### src/rtl/top.sv
// ============================================================================
// Module   : top
// Brief    : Array of CE/SR flip-flop groups fed from switches, with group
//            observation and XOR/OR/AND reductions on the LEDs.
// Revision : 1.0 - initial release
// ============================================================================
`default_nettype none

module top #(
  parameter int NUM_FF = 4
) (
  input  logic        clk,
  input  logic        rst_n,
  input  logic        rx,
  output logic        tx,
  input  logic [15:0] sw,
  output logic [15:0] led
);

  localparam int c_NUM_BITS = 4 * NUM_FF;
  localparam int c_NUM_SW   = 14;

  logic                  w_ce;
  logic                  w_sr;
  logic [c_NUM_BITS-1:0] w_d;
  logic [c_NUM_BITS-1:0] w_q;
  logic                  w_unused_rx;

  assign w_ce        = sw[14];
  assign w_sr        = sw[15];
  assign w_unused_rx = rx;

  // Data inputs wrap around the 14 data switches once the groups run past them.
  generate
    for (genvar gi = 0; gi < c_NUM_BITS; gi++) begin : g_dmap
      assign w_d[gi] = sw[gi % c_NUM_SW];
    end
  endgenerate

  generate
    for (genvar gg = 0; gg < NUM_FF; gg++) begin : g_group
      logic r_vcc_gnd = 1'b0;
      logic r_s_gnd   = 1'b0;
      logic r_s_s     = 1'b0;
      logic r_vcc_s   = 1'b0;

      always_ff @(posedge clk) begin
        if (!rst_n) begin
          r_vcc_gnd <= 1'b0;
        end else begin
          r_vcc_gnd <= w_d[4*gg+0];
        end
      end

      always_ff @(posedge clk) begin
        if (!rst_n) begin
          r_s_gnd <= 1'b0;
        end else if (w_ce) begin
          r_s_gnd <= w_d[4*gg+1];
        end
      end

      // Synchronous clear wins over clock enable.
      always_ff @(posedge clk) begin
        if (!rst_n) begin
          r_s_s <= 1'b0;
        end else if (w_sr) begin
          r_s_s <= 1'b0;
        end else if (w_ce) begin
          r_s_s <= w_d[4*gg+2];
        end
      end

      always_ff @(posedge clk) begin
        if (!rst_n) begin
          r_vcc_s <= 1'b0;
        end else if (w_sr) begin
          r_vcc_s <= 1'b0;
        end else begin
          r_vcc_s <= w_d[4*gg+3];
        end
      end

      assign w_q[4*gg+0] = r_vcc_gnd;
      assign w_q[4*gg+1] = r_s_gnd;
      assign w_q[4*gg+2] = r_s_s;
      assign w_q[4*gg+3] = r_vcc_s;
    end
  endgenerate

  assign tx = 1'b1;

  always_comb begin
    led        = '0;
    led[3:0]   = w_q[3:0];
    led[4]     = w_q[4];
    led[8:5]   = w_q[c_NUM_BITS-1 -: 4];
    led[9]     = ^w_q;
    led[10]    = |w_q;
    led[11]    = &w_q;
  end

endmodule

`default_nettype wire

### config.mk
export PLATFORM = sky130hd
export DESIGN_NAME = top
export DESIGN_NICKNAME = d
export VERILOG_FILES = /design/src/rtl/top.sv
export SDC_FILE = /design/constraint.sdc
export NUM_CORES = 1
export LEC_CHECK = 0
export ABC_CLOCK_PERIOD_IN_PS = 2320
export BUFFER_PORTS_ARGS = -buffer_cell sky130_fd_sc_hd__buf_2
export CELL_PAD_IN_SITES_DETAIL_PLACEMENT = 1
export CELL_PAD_IN_SITES_GLOBAL_PLACEMENT = 1
export CORE_MARGIN = 2
export CORE_UTILIZATION = 38
export DETAILED_ROUTE_END_ITERATION = 8
export PLACE_DENSITY = 0.8
export SYNTH_ARGS = -nofsm -noshare
export SYNTH_HDL_FRONTEND = slang
export SYNTH_SLANG_ARGS = --single-unit
export TNS_END_PERCENT = 30
### constraint.sdc
create_clock -name clk -period 2.32 [get_ports clk]
set_input_delay 0.464 -clock clk [delete_from_list [all_inputs] [get_ports clk]]
set_output_delay 0.464 -clock clk [all_outputs]
set_load 0.01 [all_outputs]
==> impl_metrics.tcl, run 1 <==
set metrics [dict create \
    min_period_over_period_pct 94.28 \
    powerDensity_nw_per_um2 569.6 \
    fmax_mhz 457.2 \
    gp_congestion 0.6618 \
    cts.sinks 16 \
    path_clk_slew_ns 0.11 \
    finalHoldViolations 0 \
    clk_latency_ns 0.29 \
    post_cts_buffers 0 \
    power.switching_uw 172.0 \
    start_kind "flop" \
    finalNonFillerCells 155 \
    die_area_sq_um 3000 \
    worstRegToRegCells 2 \
    dp_cells 151 \
    max-cap-violations 0 \
    cp-endpoint "led[9]" \
    cp_data_arrival_time_ns 1.72 \
    grt_overflow_total 0 \
    grt_usage_pct 15.05 \
    r2r_slack_ns 1.65 \
    synth_edf_count 0 \
    clock_power_share_pct 30.5 \
    max-vdd-ir-drop_v 0.0004365 \
    setup_viol 0 \
    yosys_warnings 0 \
    layout-drive-gt1-share_pct 27.20 \
    fin_skew_ns 0 \
    clock-root-buffer "clkbuf_4" \
    numCtsBuffers 3 \
    via_per_inst 4.387 \
    fillers 298 \
    ant_nets 0 \
    cp_max_fo 4 \
    dr.pass1.iters 2 \
    start_util_pct 39.91 \
    switching_share_pct 27.51 \
    drt_iter0_markers 6 \
    place_ws_ns 0.4545 \
    drc 0 \
    status "completed" \
    ios 36 \
    grt_pass1_vias 688 \
    clk_path_buf_depth 2 \
    synth_area_leaders "dfxtp_1 (33%), ha_1 (20%), buf_4 (11%), mux2i_1 (8.2%), inv_1 (6.1%)" \
    netlist_area_sq_um 979.7 \
    antenna_found_initial 0 \
    p_int_uw 453.1 \
    io_buffers 29 \
    worst-setup-path-type "reg2out" \
    synth_cell_types 14 \
    synthFlopType "dfxtp_1" \
    die_w_um 54.78 \
    cts_resized 0 \
    finalMaxSlewViolations 0 \
    antenna_cells 0 \
    wl_per_cell_um 11.86 \
    crit_start "g_group[3].r_s_gnd" \
    finalCriticalPeriod_ns 2.187 \
    grt_start_max_net_pins 11 \
    fp.coreArea_sq_um 2455 \
    rows 18 \
    post-route-util_pct 44.70 \
    ctsHoldBuffers 0 \
    place_hpwl_um 1558 \
    crit_required_ns 1.86 \
    drt_wl_total_um 1839 \
    area_growth_pct 12.00 \
    synth_seq_cells 16 \
    p_comb_share_pct 21.6 \
    nets 161 \
    rsz0062_at_grt "no" \
    cts_tree "built" \
    htreeDepth 1 \
    min_path_type "in2reg" \
    ys_top_cells_by_count "dfxtp_1 (16), ha_1 (16), inv_1 (16)" \
    synth_area_leader_cell "dfxtp_1" \
    ys_seq_area_share_pct 32.69 \
    whs_path_depth 2 \
    reg2reg_from "g_group[3].r_s_gnd" \
    vias 680 \
    fin_tns_setup_ns 0 \
    timing.final.ws_setup_ns 0.1326 \
    synth_cells 104 \
    synth_area_per_cell_sq_um 9.420 \
    end_kind "output port" \
    regToRegEndpoint "g_group[3].r_s_gnd" \
    grt_first_pass_wirelength_um 3105 \
    p_total_uw 625.0 \
    power_leakage_uw 0.0005644 \
    power_frac_seq_pct 47.9 \
    async_reset_ff_share_pct 0 \
    synth.top_cell.area_share_pct 32.69 \
    dieHeight_um 54.78 \
]
==> through the flow <==
stage | hold slack (ns) | cell area, sq um
after floorplan | 0.4896 | 991.0
after global placement | 0.5109 | 1061
after detailed placement | 0.5297 | 1061
after CTS | 0.3498 | 1097
after global routing | 0.3579 | 1097
final | 0.3567 | 1097
==> state kept, by name, indices dropped and copies added, names as in the netlist <==
| register | count |
|---|---|
| g_group.r_s_gnd | 4 |
| g_group.r_s_s | 4 |
| g_group.r_vcc_gnd | 4 |
| g_group.r_vcc_s | 4 |
==> cell type report <==
| type | instances | area (sq um) | share of cell area (%) |
|---|---|---|---|
| multi-input combinational | 60 | 498.0 | 45.38 |
| sequential | 16 | 320.3 | 29.19 |
| timing repair buffer | 29 | 145.1 | 13.23 |
| inverter | 16 | 60.06 | 5.473 |
| tap | 30 | 37.54 | 3.421 |
| clock buffer | 4 | 36.28 | 3.307 |
==> worst max-delay path, stage by stage, from the launching register on <==
cell     delay [ns]
dfxtp_1        0.42
inv_1          0.06
ha_1           0.29
xor2_1         0.18
xnor2_1        0.20
xnor2_1        0.14
buf_2          0.15
==> kinds of logic after synthesis <==
group,after synthesis,synth area share (%)
buffers and inverters,31,17.62
muxes,8,8.174
and+or+nand+nor,24,14.05
adders and majority gates,16,20.43
DFF,16,32.70
xor gates and xnor gates,7,6.258
other,2,0.7666
==> layout by cell type (no fill, tap or decap) <==
| cell | instances |
|---|---|
| nor2b_1 | 5 |
| and2_1 | 8 |
| clkbuf_8 | 1 |
| clkbuf_4 | 3 |
| or2_2 | 1 |
| nor2_1 | 5 |
| nand2b_1 | 1 |
| ha_1 | 16 |
| xor2_1 | 1 |
| conb_1 | 5 |
| inv_1 | 16 |
| mux2i_1 | 8 |
| nand4_1 | 4 |
| buf_2 | 29 |
| xnor2_1 | 6 |
| dfxtp_1 | 16 |
==> worst min path at each step <==
stage                     startpoint                    to  slack, ns
floorplan           g_group[1].r_s_s      g_group[1].r_s_s       0.49
global placement    g_group[2].r_s_s      g_group[2].r_s_s       0.51
detailed placement  g_group[2].r_s_s      g_group[2].r_s_s       0.53
CTS                            sw[7]    g_group[1].r_vcc_s       0.35
global route                   sw[4]  g_group[1].r_vcc_gnd       0.36
finish                         sw[7]    g_group[1].r_vcc_s       0.36
==> power by group through the flow <==
| stage | clock network [uW] | registers [uW] | logic [uW] |
|---|---|---|---|
| 2_1_floorplan | 0 | 302 | 107 |
| 3_3_place_gp | 0 | 305 | 132 |
| 3_5_place_dp | 0 | 306 | 138 |
| 4_1_cts | 196 | 299 | 139 |
| 5_1_grt | 202 | 302 | 154 |
| 6_report | 191 | 299 | 135 |
==> layer usage <==
metal | global-route usage [%] | part of all wire, %
met5 | 0 | 0
met4 | 10.00 | 3.0
met3 | 1.913 | 5.8
met2 | 25.79 | 52
met1 | 17.25 | 39
Power figures use the tool's default switching activity.
==> run 2: changes to the inputs <==
--- a/config.mk
+++ b/config.mk
@@ -11,6 +11,7 @@
 export CELL_PAD_IN_SITES_GLOBAL_PLACEMENT = 1
 export CORE_MARGIN = 2
 export CORE_UTILIZATION = 38
+export CTS_BUF_LIST = sky130_fd_sc_hd__clkbuf_16
 export DETAILED_ROUTE_END_ITERATION = 8
 export PLACE_DENSITY = 0.8
 export SYNTH_ARGS = -nofsm -noshare
==> impl_metrics.tcl, run 2 (same netlist as run 1, synthesis figures left out) <==
set metrics [dict create \
    regToRegEndpoint "g_group[3].r_s_gnd" \
    via_per_inst 4.374 \
    clock-root-buffer "clkbuf_16" \
    cpPeakStageDelay_ns 0.41 \
    crit_start "g_group[3].r_s_gnd" \
    reg2reg_from "g_group[3].r_s_gnd" \
    drt_wl_total_um 1981 \
    min_path_type "in2reg" \
    end_kind "output port" \
    drc 0 \
    crit_chain "inv_1, ha_1, xor2_1, xnor2_1, xnor2_1, buf_2" \
    crit_top_cell "xnor2_1" \
    nets 161 \
    post-route-util_pct 46.43 \
    cp_data_arrival_time_ns 1.67 \
    antenna_cells 0 \
    hp-start "sw[7]" \
    r2r_slack_ns 1.65 \
    min_period_over_period_pct 92.00 \
    dieHeight_um 54.78 \
    finalHoldViolations 0 \
    antenna_found_initial 0 \
    drt_iter0_markers 8 \
    fp.coreArea_sq_um 2455 \
    fmax_mhz 468.5 \
    path_clk_slew_ns 0.05 \
    ios 36 \
    finalCriticalPeriod_ns 2.134 \
    finalMaxSlewViolations 0 \
    ctsHoldBuffers 0 \
    crit_cells 6 \
    grt_usage_pct 16.14 \
    fin_tns_setup_ns 0 \
    die_w_um 54.78 \
    place_hpwl_um 1558 \
    area_growth_pct 16.35 \
    ant_nets 0 \
    grt_first_pass_wirelength_um 3298 \
    clk_latency_ns 0.24 \
    final_cell_mix "buf_2 (29), inv_1 (16), ha_1 (16), dfxtp_1 (16)" \
    cp_max_fo 4 \
    cts.sinks 16 \
    post_cts_buffers 0 \
    fin_skew_ns 0 \
    htreeDepth 1 \
    die_area_sq_um 3000 \
    max-vdd-ir-drop_v 0.0004008 \
    fillers 292 \
    crit_slowest_cell "dfxtp_1" \
    start_kind "flop" \
    wl_per_cell_um 12.78 \
    power_leakage_uw 0.0005819 \
    grt_pass1_vias 696 \
    gp_congestion 0.6618 \
    status "completed" \
    numCtsBuffers 3 \
    cts_tree "built" \
    layout_commonest_cell "buf_2" \
    start_util_pct 39.91 \
    rows 18 \
    layout-drive-gt1-share_pct 26.40 \
    setup_viol 0 \
    worst-setup-path-type "reg2out" \
    cp-endpoint "led[9]" \
    grt_start_max_net_pins 11 \
    clk_path_buf_depth 2 \
    dr.pass1.iters 2 \
    crit_buf_inv 2 \
    cts_resized 0 \
    worstRegToRegCells 2 \
    max-cap-violations 0 \
    grt_overflow_total 0 \
    vias 678 \
    rsz0062_at_grt "no" \
    io_buffers 29 \
    powerDensity_nw_per_um2 673.8 \
    crit_required_ns 1.86 \
    critical-path-top-delay-family "XOR/XNOR gates" \
]
==> run 2: cell count changes in the layout (fill, tap and decap cells not counted), sizes merged <==
cell	before	now
clkbuf	4	3
clkinv	0	1
==> run 2: stage by stage <==
| step | total power, uW | instance area (sq um) | instances | hold WS, ns | setup slack, ns |
|---|---|---|---|---|---|
| after detailed placement | 443.8 | 1061 | 151 | 0.5297 | 0.4545 |
| after floorplan | 408.4 | 991.0 | 107 | 0.4896 | 0.6457 |
| after global placement | 437.1 | 1061 | 151 | 0.5109 | 0.4912 |
| after CTS | 777.8 | 1140 | 155 | 0.4180 | 0.1505 |
| after global routing | 806.0 | 1140 | 155 | 0.4193 | 0.07783 |
| final | 768.0 | 1140 | 155 | 0.4199 | 0.1855 |
==> run 2: how the worst min path moves through the flow <==
| stage | end | slack, ns | depth (start not counted) |
|---|---|---|---|
| after global routing | g_group[2].r_vcc_s | 0.42 | 2 |
| after detailed placement | g_group[2].r_s_s | 0.53 | 2 |
| final | g_group[1].r_vcc_s | 0.42 | 2 |
| after global placement | g_group[2].r_s_s | 0.51 | 2 |
| after floorplan | g_group[1].r_s_s | 0.49 | 2 |
| after CTS | g_group[1].r_vcc_s | 0.42 | 2 |
==> run 2: report_power, final <==
| part | internal, uW | total [uW] | leakage (uW) | switching [uW] |
|---|---|---|---|---|
| combinational | 69.9 | 136 | 0.000412 | 65.9 |
| sequential | 289 | 301 | 0.000132 | 12.1 |
| clock | 228 | 332 | 0.0000385 | 103 |
| total | 587 | 768 | 0.000582 | 181 |
==> run 2: area by class of cell <==
class	count	area, sq um	share of cell area, %
multi-input combinational	60	498.0	43.69
inverter	16	60.06	5.269
tap	30	37.54	3.293
timing repair buffer	29	145.1	12.73
clock buffer	3	75.07	6.586
clock inverter	1	3.754	0.3293
sequential	16	320.3	28.10
==> run 2: routing by layer <==
metal / vias up / global-route usage [%] / part of all wire, % / wire length, um
li1: 341 / - / - / -
met1: 315 / 18.60 / 42 / 823
met2: 20 / 27.98 / 53 / 1043
met3: 2 / 3.552 / 4.4 / 87
met4: 0 / 7.500 / 1.3 / 26
met5: - / 0 / 0 / 0
==> run 3: changes to the inputs <==
--- a/config.mk
+++ b/config.mk
@@ -14,6 +14,7 @@
 export CTS_BUF_LIST = sky130_fd_sc_hd__clkbuf_16
 export DETAILED_ROUTE_END_ITERATION = 8
 export PLACE_DENSITY = 0.8
+export RECOVER_POWER = 100
 export SYNTH_ARGS = -nofsm -noshare
 export SYNTH_HDL_FRONTEND = slang
 export SYNTH_SLANG_ARGS = --single-unit
==> impl_metrics.tcl, run 3 (same netlist as run 1, synthesis figures left out) <==
set metrics [dict create \
    status "completed" \
    grt_start_max_net_pins 11 \
    min_path_type "in2reg" \
    setup_viol 0 \
    drc 0 \
    dr_wl_met2_um 1044 \
    finalCriticalPeriod_ns 2.162 \
    ios 36 \
    layout-drive-gt1-share_pct 15.20 \
    grt_overflow_total 0 \
    nets 161 \
    cp-endpoint "led[9]" \
    dieHeight_um 54.78 \
    power.switching_uw 182.1 \
    crit_required_ns 1.86 \
    grt_first_pass_wirelength_um 3298 \
    fmax_mhz 462.5 \
    area_growth_pct 14.56 \
    clk_latency_ns 0.24 \
    power_leakage_uw 0.0005298 \
    worst-setup-path-type "reg2out" \
    start_util_pct 39.91 \
    fin_tns_setup_ns 0 \
    cts_resized 0 \
    cp_max_fo 4 \
    rows 18 \
    fin_skew_ns 0 \
    regToRegEndpoint "g_group[3].r_s_gnd" \
    cts.sinks 16 \
    crit_start "g_group[3].r_s_gnd" \
    rsz0062_at_grt "no" \
    wl_met3_um 92 \
    switching_share_pct 23.88 \
    worst_slew_pin_slew_ns 0.5976 \
    p_int_uw 580.5 \
    post_cts_buffers 0 \
    wl_met1_um 825 \
    cts_tree "built" \
    fillers 294 \
    drt_wl_total_um 1989 \
    maxUsedRoutingLayer "met4" \
    vias 681 \
    htreeDepth 1 \
    via_per_inst 4.394 \
    post-route-util_pct 45.72 \
    ctsHoldBuffers 0 \
    dr.pass1.iters 2 \
    max-vdd-ir-drop_v 0.0003961 \
    r2r_slack_ns 1.63 \
    io_buffers 29 \
    power_frac_seq_pct 39.4 \
    antenna_found_initial 0 \
    min_period_over_period_pct 93.20 \
    wl_per_cell_um 12.83 \
    start_kind "flop" \
    clk_path_buf_depth 2 \
    slew_headroom_pct 60.16 \
    place_hpwl_um 1558 \
    reg2reg_from "g_group[3].r_s_gnd" \
    finalHoldViolations 0 \
    grt_usage_pct 16.14 \
    grt_pass1_vias 696 \
    cp_data_arrival_time_ns 1.70 \
    worstRegToRegCells 2 \
    finalMaxSlewViolations 0 \
    antenna_cells 0 \
    ant_nets 0 \
    drt_iter0_markers 7 \
    clock_power_share_pct 43.5 \
    die_w_um 54.78 \
    gp_congestion 0.6618 \
    final_cell_mix "inv_1 (16), ha_1 (16), dfxtp_1 (16), buf_2 (15), clkbuf_1 (14)" \
    path_clk_slew_ns 0.05 \
    end_kind "output port" \
    max-cap-violations 0 \
    p_comb_share_pct 17.1 \
    clock-root-buffer "clkbuf_16" \
    die_area_sq_um 3000 \
    fp.coreArea_sq_um 2455 \
    numCtsBuffers 3 \
    powerDensity_nw_per_um2 679.4 \
]
==> run 3: worst min path at each step <==
stage | slack [ns] | start | endpoint | cells after the start
5_1_grt | 0.42 | sw[11] | g_group[2].r_vcc_s | 2
3_5_place_dp | 0.53 | g_group[2].r_s_s | g_group[2].r_s_s | 2
4_1_cts | 0.42 | sw[7] | g_group[1].r_vcc_s | 2
2_1_floorplan | 0.49 | g_group[1].r_s_s | g_group[1].r_s_s | 2
6_report | 0.42 | sw[7] | g_group[1].r_vcc_s | 2
3_3_place_gp | 0.51 | g_group[2].r_s_s | g_group[2].r_s_s | 2
==> run 3: metrics by stage <==
step / total power, uW / setup slack [ns] / hold WS [ns] / cells / instance area (sq um)
after floorplan: 408.4 / 0.6457 / 0.4896 / 107 / 991.0
after global placement: 437.1 / 0.4912 / 0.5109 / 151 / 1061
after detailed placement: 443.8 / 0.4545 / 0.5297 / 151 / 1061
after CTS: 777.8 / 0.1505 / 0.4180 / 155 / 1140
after global routing: 800.6 / 0.04736 / 0.4193 / 155 / 1122
final: 762.6 / 0.1577 / 0.4231 / 155 / 1122
==> run 3: critical path, stage by stage, from the launching register on <==
cell	delay, ns
dfxtp_1	0.41
inv_1	0.07
ha_1	0.29
xor2_1	0.18
xnor2_1	0.20
xnor2_1	0.14
clkbuf_1	0.17
==> run 3: metal layers <==
layer,track usage [%],up-vias
li1,-,341
met1,18.60,318
met2,27.98,20
met3,3.552,2
met4,7.500,0
met5,0,-
==> run 3: power groups by stage <==
stage	registers (uW)	clock network, uW	logic (uW)
2_1_floorplan	302	0	107
3_3_place_gp	305	0	132
3_5_place_dp	306	0	138
4_1_cts	301	337	139
5_1_grt	303	349	149
6_report	301	332	130
==> run 3: cell type report <==
cell class              instances  area [sq um]  area share, %
clock inverters                 1         3.754         0.3344
inverters                      16         60.06          5.351
well taps                      30         37.54          3.344
multi-input cells              60         498.0          44.37
flip-flops and latches         16         320.3          28.54
clock buffers                   3         75.07          6.689
repair buffers                 29         127.6          11.37
